[config.mk]
export PLATFORM = sky130hd
export DESIGN_NAME = uart_rx_frame_check
export DESIGN_NICKNAME = d
export VERILOG_FILES = /design/src/rtl/uart_rx_frame_check.sv
export SDC_FILE = /design/constraint.sdc
export NUM_CORES = 1
export LEC_CHECK = 0
export CORE_MARGIN = 4
export CORE_UTILIZATION = 56
export DETAILED_ROUTE_END_ITERATION = 8
export PLACE_DENSITY_LB_ADDON = 0.25
export REMOVE_ABC_BUFFERS = 1
export SETUP_SLACK_MARGIN = 0.2
export SYNTH_ARGS = -nofsm -noshare
export SYNTH_HDL_FRONTEND = slang
export SYNTH_SLANG_ARGS = --single-unit
[constraint.sdc]
create_clock -name clk -period 3.25 [get_ports clk]
set_input_delay 0.65 -clock clk [delete_from_list [all_inputs] [get_ports clk]]
set_output_delay 0.65 -clock clk [all_outputs]
set_load 0.01 [all_outputs]
[src/rtl/uart_rx_frame_check.sv]
// UART receive frame checker: assembles the data bits from voted bit samples and
// flags start, parity and stop errors per frame. It also keeps saturating error totals.
module uart_rx_frame_check #(
    parameter int unsigned DATA_WIDTH = 8,
    parameter int unsigned CNT_WIDTH  = 8
) (
    input  logic                  clk,
    input  logic                  rst,
    input  logic                  frame_start,
    input  logic                  sample_valid,
    input  logic                  sampled_bit,
    input  logic                  par_en,
    input  logic                  par_odd,
    input  logic                  two_stop,
    input  logic                  clr_cnt,
    output logic                  busy,
    output logic                  frame_done,
    output logic [DATA_WIDTH-1:0] data_out,
    output logic                  start_err,
    output logic                  par_err,
    output logic                  stop_err,
    output logic [CNT_WIDTH-1:0]  start_err_cnt,
    output logic [CNT_WIDTH-1:0]  par_err_cnt,
    output logic [CNT_WIDTH-1:0]  stop_err_cnt
);

    localparam int unsigned IDX_W = $clog2(DATA_WIDTH + 1);

    typedef enum logic [2:0] {
        IDLE   = 3'd0,
        START  = 3'd1,
        DATA   = 3'd2,
        PARITY = 3'd3,
        STOP   = 3'd4
    } state_t;

    state_t                  state;
    logic [IDX_W-1:0]        idx;
    logic [DATA_WIDTH-1:0]   data_sh;
    logic                    acc;
    logic                    stop_idx;
    logic                    start_bad;
    logic                    par_bad;
    logic                    stop_bad;
    logic                    par_en_q;
    logic                    par_odd_q;
    logic                    two_stop_q;

    // Frame FSM; frame_start restarts from any state and wins over a coincident sample.
    always_ff @(posedge clk) begin
        if (!rst) begin
            state      <= IDLE;
            idx        <= '0;
            data_sh    <= '0;
            acc        <= 1'b0;
            stop_idx   <= 1'b0;
            start_bad  <= 1'b0;
            par_bad    <= 1'b0;
            stop_bad   <= 1'b0;
            par_en_q   <= 1'b0;
            par_odd_q  <= 1'b0;
            two_stop_q <= 1'b0;
            busy       <= 1'b0;
            frame_done <= 1'b0;
            data_out   <= '0;
            start_err  <= 1'b0;
            par_err    <= 1'b0;
            stop_err   <= 1'b0;
        end else begin
            frame_done <= 1'b0;
            start_err  <= 1'b0;
            par_err    <= 1'b0;
            stop_err   <= 1'b0;
            if (frame_start) begin
                state      <= START;
                busy       <= 1'b1;
                par_en_q   <= par_en;
                par_odd_q  <= par_odd;
                two_stop_q <= two_stop;
                idx        <= '0;
                acc        <= 1'b0;
                stop_idx   <= 1'b0;
                start_bad  <= 1'b0;
                par_bad    <= 1'b0;
                stop_bad   <= 1'b0;
            end else if (sample_valid) begin
                case (state)
                    IDLE: begin
                        state <= IDLE;
                    end
                    START: begin
                        start_bad <= sampled_bit;
                        state     <= DATA;
                    end
                    DATA: begin
                        // LSB arrives first, so after DATA_WIDTH right shifts it sits at bit 0.
                        data_sh <= {sampled_bit, data_sh[DATA_WIDTH-1:1]};
                        acc     <= acc ^ sampled_bit;
                        idx     <= idx + IDX_W'(1);
                        if (idx == IDX_W'(DATA_WIDTH - 1)) begin
                            state <= par_en_q ? PARITY : STOP;
                        end
                    end
                    PARITY: begin
                        par_bad <= (acc ^ sampled_bit) != par_odd_q;
                        state   <= STOP;
                    end
                    STOP: begin
                        if (!two_stop_q || stop_idx) begin
                            state      <= IDLE;
                            busy       <= 1'b0;
                            frame_done <= 1'b1;
                            data_out   <= data_sh;
                            start_err  <= start_bad;
                            par_err    <= par_en_q & par_bad;
                            stop_err   <= stop_bad | ~sampled_bit;
                        end else begin
                            stop_idx <= 1'b1;
                            stop_bad <= stop_bad | ~sampled_bit;
                        end
                    end
                    default: begin
                        state <= IDLE;
                        busy  <= 1'b0;
                    end
                endcase
            end
        end
    end

    // Counters act on the registered frame_done pulse, so clr_cnt in that cycle wins.
    always_ff @(posedge clk) begin
        if (!rst || clr_cnt) begin
            start_err_cnt <= '0;
            par_err_cnt   <= '0;
            stop_err_cnt  <= '0;
        end else if (frame_done) begin
            if (start_err && (start_err_cnt != '1)) start_err_cnt <= start_err_cnt + CNT_WIDTH'(1);
            if (par_err && (par_err_cnt != '1))     par_err_cnt   <= par_err_cnt + CNT_WIDTH'(1);
            if (stop_err && (stop_err_cnt != '1))   stop_err_cnt  <= stop_err_cnt + CNT_WIDTH'(1);
        end
    end

endmodule
==> impl_metrics.toml, run 1 <==
[sta]
final.period_utilization_pct = 69.2
rsz0062_at_grt = "false"
max-slew-margin-rel_pct = 47.0
skew_ps = 6.09
hold_viol = 0
worst_pin_slew_ps = 792
slew_violations = 0
tns_ps = 0
timing.fmax_mhz = 445
setup_viol = 0
timing.final.crit_period_ps = 2250

[critical_path]
cp_top_family = "simple AND/OR/NAND/NOR gates"
cp_slowest_cell = "nor4b_4"
path_class = "input port to register"
worstPathMaxFanout = 10
cp_num_buf_inv = 1
crit_path_end_kind = "register"
crit_required_ps = 3500
start_kind = "input port"
worstPathCellList = "clkdlybuf4s50_1 -> nand2_1 -> nor4b_4 -> and2_1 -> a21boi_0"
cp.arrival_ps = 2500
cp_slowest_stage_delay_ps = 690

[detailed_routing]
m1WireLength_um = 2360
dr.pass1.iters = 6
met3_length_um = 282
drt_iter0_markers = 69
finalWirelength_um = 5100
ant_nets = 0
highest_layer = "met4"
avgViaCountPerCell = 5.51
wl_per_cell_um = 13.7
drc = 0
dr_wl_met2_um = 2410
num_vias = 2046

[power_and_ir_drop]
switching_share_pct = 20.5
pwr-share-seq_pct = 51.6
p_switching_uw = 296
ir_drop_v = 0.000405
clockPowerShare_pct = 44.8
power_density_nw_per_um2 = 441
leakage_uw = 0.00110
intPower_uw = 1150
pwr-share-comb_pct = 3.6

[logic_synthesis]
synthTopCellsByArea = "dfxtp_1 (46%), mux2i_1 (9.2%), nor2b_1 (6.0%), nor2_1 (3.3%), xnor2_1 (2.7%)"
yosysTopAreaCell = "dfxtp_1"
synthArstFlopShare_pct = 0
syn-cell-area_sq_um = 2620
syn_inst = 267
synth_seq_cells = 60
yosysWarnings = 0
ys_types = 46
synth_top_area_share_pct = 45.9
synth_flop_cell = "dfxtp_1"
avgSynthCellArea_sq_um = 9.79
synth_most_common_cell = "dfxtp_1"
synth_edf_count = 0
seq_area_frac_synth_pct = 45.9
synth_common_cells = "dfxtp_1 (60), nor2b_1 (25), mux2i_1 (24), nor2_1 (23), nand2_1 (17)"

[placed_design]
gp_congestion = 0.821
hpwlAfterDp_um = 3540
place_inst = 355
port_buffers = 45

[finish]
final_nets = 327
syn_to_final_growth_pct = 25.2
drive_gt1_share_pct = 6.90
insertedDiodeCount = 0
stdcell_count = 371
nFillCells = 350

[hold_path]
hold_class = "register to register"

[die]
ios = 46
die_h_um = 76.3
fp.dieArea_sq_um = 5830
chipWidth_um = 76.3
fp-row-count = 24
start_util_pct = 58.8
coreArea_sq_um = 4440

[clock_network]
ctsHoldBuffers = 0
cts_buffer_depth = 2
postCtsSetupBuffers = 0
cts_num_sinks = 60
cts_tree = "yes"
root_buffer = "clkbuf_8"
cts_buffers = 9
clkLatencyLatePin_ps = 330
htreeDepth = 3
cts_resized = 0
clkTransAtPathRegs_ps = 60

[global_routing]
first_global_vias = 1983
antenna_found_initial = 0
grt_pass1_wl_um = 8790
track_usage_pct = 18.5
overflow = 0
grt_max_degree = 24

[job]
drv_cap = 0

[run_status]
outcome = "complete, no violations"
-- metal layers --
layer	track usage, %	vias to the layer above
met5	0	-
met2	30.1	46
li1	-	1034
met4	6.88	0
met3	7.45	7
met1	21.7	959
-- kinds of logic (layout without fill, tap and decap cells) --
family	count (synthesis)	after routing	synth area share, %
AOI/OAI and AO/OA	37	37	9.57
xor gates and xnor gates	15	15	5.02
adders and majority gates	4	4	1.91
buffers and inverters	18	70	3.92
DFF	60	60	45.9
muxes	24	24	9.19
and+or+nand+nor	109	109	24.4
-- worst register-to-register path, cell delays in order, from the launching register on --
cell and delay [ps]:
dfxtp_1 390, nor2_1 250, nor4b_4 710, and2_1 250, a21boi_0 160
-- registers in the layout, indices dropped and copies added (netlist names), 3 cells and up --
signal,cells
idx,4
data_out,8
data_sh,8
start_err_cnt,8
stop_err_cnt,8
par_err_cnt,8
state,3
-- layout make-up --
class	instances	area [sq um]	area share, %
Timing Repair Buffer	48	473	14.4
Inverter	6	22.5	0.688
Sequential cell	60	1200	36.7
Tap cell	52	65.1	1.99
Multi-Input combinational cell	189	1310	40.1
Clock buffer	16	200	6.12
-- power by group through the flow --
stage | sequential, uW | combinational, uW | clock (uW)
2_1_floorplan | 760 | 25.3 | 0
3_3_place_gp | 761 | 50.8 | 0
3_5_place_dp | 761 | 51.5 | 0
4_1_cts | 745 | 51.7 | 663
5_1_grt | 745 | 56.7 | 695
6_report | 745 | 51.4 | 648
-- cell usage in the layout, fill, tap and decap left out, types with 2 or more instances in the layout --
cell             count
a2111oi_0            2
a21o_1               3
a21oi_1             10
a41oi_1              2
and2_1               2
and3_1               3
and3_4               2
and4_1               2
buf_4                3
clkbuf_1             2
clkbuf_8            14
clkdlybuf4s50_1     45
dfxtp_1             60
ha_1                 4
inv_1                6
mux2i_1             24
nand2_1             17
nand2b_1             4
nand3_1              8
nand4_1              2
nor2_1              23
nor2b_1             25
nor4b_1              3
o211ai_1             5
o21ai_0              4
o31ai_1              4
o41ai_1              2
or3_1                2
or4_1                6
xnor2_1              8
xor2_1               7
-- worst paths after layout --
kind	startpoint	slack, ps	depth (start not counted)	to
setup / recovery	sample_valid	1000	5	stop_err
hold / removal	stop_bad	470	2	stop_bad
setup reg to reg	state[1]	1420	4	stop_err
hold reg to reg	stop_bad	470	2	stop_bad
-- per-stage QoR --
stage	utilization [%]	setup WS [ps]	power (uW)	area [sq um]	hold slack [ps]
after global placement	69.1	672	812	3070	440
final	73.6	1000	1440	3270	468
after floorplan	-	1310	785	2530	427
after detailed placement	69.1	624	812	3070	466
after CTS	73.6	1000	1460	3270	474
after global routing	73.6	817	1500	3270	494
Power figures use the tool's default switching activity.
==> inputs of run 2 (changes only) <==
- CORE_UTILIZATION: 56 -> 52
- clock period: 3.25 -> 2.2 ns (I/O delays scaled with it)
==> run 2 against run 1 <==
  * Count of clock-buffer cells in the layout down 5
  * Clock power up 26%
  * Sequential share of layout area down 0.18 points
  * Final area up 0.50%
  * Power up 38%
  * Global-route usage down 0.51 points
  * Routed wire length up 1.2%
  * Critical path depth down 4
  * Setup slack worse by 600 ps
  * Sequential power up 48%
==> impl_metrics.toml, run 2 (same netlist as run 1, synthesis figures left out) <==
[run_status]
outcome = "complete, no violations"

[detailed_routing]
drc = 0
wl_per_cell_um = 13.2
dr.pass1.iters = 4
dr_wl_met2_um = 2330
drt_iter0_markers = 71
num_vias = 2077
m1WireLength_um = 2500
avgViaCountPerCell = 5.31
finalWirelength_um = 5160
ant_nets = 0
highest_layer = "met4"
met3_length_um = 234

[placed_design]
hpwlAfterDp_um = 3720
gp_congestion = 0.853
place_inst = 375
port_buffers = 45

[critical_path]
worstPathCellList = "clkdlybuf4s50_1"
cp_slowest_stage_delay_ps = 590
crit_path_end_kind = "output port"
crit_required_ps = 1760
cp.arrival_ps = 1360
path_class = "register to output port"
r2r_slack_ps = 430
worstPathMaxFanout = 6
cp_slowest_cell = "clkdlybuf4s50_1"
cp_num_buf_inv = 1
cp_top_family = "buffers and inverters"
start_kind = "register"

[die]
fp-row-count = 25
chipWidth_um = 78.9
fp.dieArea_sq_um = 6230
ios = 46
start_util_pct = 54.6
coreArea_sq_um = 4790
die_h_um = 78.9

[sta]
timing.fmax_mhz = 555
hold_viol = 0
tns_ps = 0
rsz0062_at_grt = "false"
timing.final.crit_period_ps = 1800
final.period_utilization_pct = 81.9
slew_violations = 0
setup_viol = 0
worst_pin_slew_ps = 510
max-slew-margin-rel_pct = 65.1
skew_ps = 8.57

[power_and_ir_drop]
power_density_nw_per_um2 = 607
leakage_uw = 0.00111
ir_drop_v = 0.000525

[clock_network]
cts_buffer_depth = 2
cts_resized = 0
clkTransAtPathRegs_ps = 60
root_buffer = "clkbuf_8"
cts_buffers = 9
cts_tree = "yes"
cts_num_sinks = 60
htreeDepth = 3
clkLatencyLatePin_ps = 330
ctsHoldBuffers = 0
postCtsSetupBuffers = 0

[global_routing]
grt_pass1_wl_um = 8960
overflow = 0
antenna_found_initial = 0
track_usage_pct = 17.9
grt_max_degree = 21
first_global_vias = 1980

[finish]
nFillCells = 381
syn_to_final_growth_pct = 25.8
layout_common_cells = "dfxtp_1 (60), clkdlybuf4s50_1 (45), nor2b_1 (25)"
final_nets = 332
drive_gt1_share_pct = 8.33
stdcell_count = 391
insertedDiodeCount = 0
final_common_cell = "dfxtp_1"

[hold_path]
hold_class = "register to register"

[job]
drv_cap = 0
==> run 2: worst min-delay path: cells and delay by family (launching register included) <==
family                 cells  cell delay [ps]
DFF                        1              300
buffers and inverters      1               50
AOI/OAI and AO/OA          1               50
==> run 2: metrics by stage <==
stage	hold WS [ps]	cell area (sq um)	total power [uW]	setup slack, ps	utilization, %
after global routing	458	3290	2080	351	68.7
final	447	3290	2000	397	68.7
after floorplan	427	2530	1160	457	-
after global placement	436	3130	1200	295	65.4
after detailed placement	439	3130	1210	260	65.4
after CTS	449	3290	2010	393	68.7
==> run 2: cell type report <==
cell class / count / area, sq um / area share, %
clock buffers: 11 / 131 / 3.99
well taps: 67 / 83.8 / 2.55
multi-input cells: 189 / 1310 / 39.9
repair buffers: 53 / 510 / 15.5
clock inverters: 5 / 28.8 / 0.875
flip-flops and latches: 60 / 1200 / 36.5
inverters: 6 / 22.5 / 0.685
==> run 2: layer usage <==
metal / global-route usage, % / vias to the layer above
met5: 0 / -
met4: 9.11 / 0
met3: 4.08 / 11
met2: 27.8 / 46
met1: 23.5 / 958
li1: - / 1062
==> run 2: path summary, 6_finish.rpt <==
kind,depth (start not counted),from,endpoint
min,2,stop_bad,stop_bad
max,1,start_err_cnt[3],start_err_cnt[3]
min reg2reg,2,stop_bad,stop_bad
max reg2reg,5,par_err_cnt[0],par_err_cnt[5]
==> run 2: power breakdown <==
| part | leakage [uW] | internal (uW) | switching (uW) | total (uW) |
|---|---|---|---|---|
| Clock | 0.0000868 | 403 | 414 | 816 |
| Combinational | 0.000541 | 41.9 | 38.7 | 80.6 |
| Sequential | 0.000484 | 1090 | 7.05 | 1100 |
==> patch: new RTL, config.mk and constraints of run 2 <==
Register the input `two_stop` before use, with the module's reset. The logic sees it one clock later. The other inputs are not delayed to match.
--- a/src/rtl/uart_rx_frame_check.sv
+++ b/src/rtl/uart_rx_frame_check.sv
@@ -35,2 +35,12 @@
     } state_t;
+
+    logic two_stop_r;
+
+    always_ff @(posedge clk) begin
+        if (!rst) begin
+            two_stop_r <= '0;
+        end else begin
+            two_stop_r <= two_stop;
+        end
+    end
 
@@ -78,3 +88,3 @@
                 par_odd_q  <= par_odd;
-                two_stop_q <= two_stop;
+                two_stop_q <= two_stop_r;
                 idx        <= '0;
Behaviour: no difference found for any inputs over 10 cycles, from zero or initial values and one cycle with rst low; that may be too few to reach the edited logic, so the function may still have changed.
==> patch against run 2 <==
Synthesized area barely moved. Clock skew fell by 0.0023 ns. Maximum frequency fell by 0.43%. First-iteration DRC count rose by 4.2%. Clock power rose by 43%. Sequential cell count rose by 1. Wire length rose by 1.6%. Power rose by 19%. Setup slack got worse by 0.0078 ns. Design area rose by 3.3%. Global-route usage rose by 0.45 points. Non-clock buffer count rose by 1. Critical endpoint is now stop_err_cnt[0].
==> patch: results (changes against run 2) <==
| Metric | Value |
|---|---|
| Synth-to-Final Area Change | `29.83%` |
| Post-synth top cells | `dfxtp_1, nor2b_1, mux2i_1, nor2_1, nand2_1` |
| Fill count | `366 (-3.9%)` |
| CTS Sinks | `61 (+1.7%)` |
| Initial drt markers | `74 (+4.2%)` |
| Seq/total area | `35.94% (-0.58 points)` |
| CLK BUF | `13 (+2)` |
| Total GRT Usage | `18.39% (+0.45 points)` |
| Synth Area in Adders | `1.912% (about the same)` |
| Placed Area | `3154 um^2 (+0.80%)` |
| Outcome | `completed` |
| Drt wl/cell | `13.20 um (about the same)` |
| Critical R2R Launch | `start_err_cnt[0]` |
| Register area share after synthesis | `46.65% (+0.72 points)` |
| Max IR drop VDD | `0.0005956 V (+14%)` |
| WL met3 | `306 um (+31%)` |
| Final Skew | `0.006310 ns (-0.002258 ns)` |
| Layout clock area frac | `7.180% (+2.3 points)` |
| Largest net degree at the start of global routing | `19 (-9.5%)` |
| R2r endpoint | `start_err_cnt[5]` |
| Non-clock buffer contribution to total cell area | `15.24% (-0.28 points)` |
| Pre-CTS setup slack | `0.1631 ns (-0.09721 ns)` |
| Synth Area in Compound Gates | `10.37% (+0.80 points)` |
| Fraction of synthesized area in multiplexers | `8.795% (-0.39 points)` |
| Via count | `2081 (+0.19%)` |
| Average cell area after synthesis | `9.659 um^2 (-1.4%)` |
| Hold endpoint | `par_bad` |
| Non-clk bufs | `54 (+1.9%)` |
| Top post-synthesis cells by area | `dfxtp_1, mux2i_1, nor2b_1, nor2_1, a21oi_1` |
| Gpl congestion | `0.7918 (-7.2%)` |
| Distinct cells, synth | `45 (-2.2%)` |
| HP Start | `par_bad` |
| Area of the multi-input gates | `1305 um^2 (-0.48%)` |
| Final #Nets | `338 (+1.8%)` |
| Met2 wire length | `2.467 mm (+5.9%)` |
| HPWL after DPL | `3.637 mm (-2.3%)` |
| Vias in the first global route | `1955 (-1.3%)` |
| Invs w/o clock | `7 (+1)` |
| Synth Area in XOR/XNOR | `4.685% (-0.34 points)` |
| Metal-1 WL | `2.411 mm (-3.4%)` |
| GR Util met2 | `29.63% (+1.9 points)` |
| Met3 usage in global routing | `7.370% (+3.3 points)` |
| Normalized max-slew margin | `59.36% (-5.7 points)` |
patch: stage by stage:
step	hold slack [ns]	instances	utilization, %
2_1_floorplan	0.4267	260	-
4_1_cts	0.4628	397	71.01
3_3_place_gp	0.4382	381	65.91
5_1_grt	0.4899	397	71.01
6_report	0.4602	397	71.01
3_5_place_dp	0.4501	381	65.91
patch: power breakdown:
group | switching (mW) | total [mW] | internal, mW
logic | 0.0391 | 0.0793 | 0.0402
clock network | 0.414 | 1.17 | 0.760
registers | 0.00666 | 1.12 | 1.11
total | 0.460 | 2.37 | 1.91
patch: worst max path at each step:
stage | startpoint | endpoint | slack, ns | depth (start not counted)
after detailed placement | sample_valid | data_sh[1] | 0.16 | 7
after CTS | stop_err_cnt[0] | stop_err_cnt[0] | 0.38 | 1
final | stop_err_cnt[0] | stop_err_cnt[0] | 0.39 | 1
after global placement | sample_valid | data_out[6] | 0.23 | 6
after floorplan | sample_valid | stop_err | 0.38 | 4
after global routing | stop_err_cnt[0] | stop_err_cnt[0] | 0.33 | 1
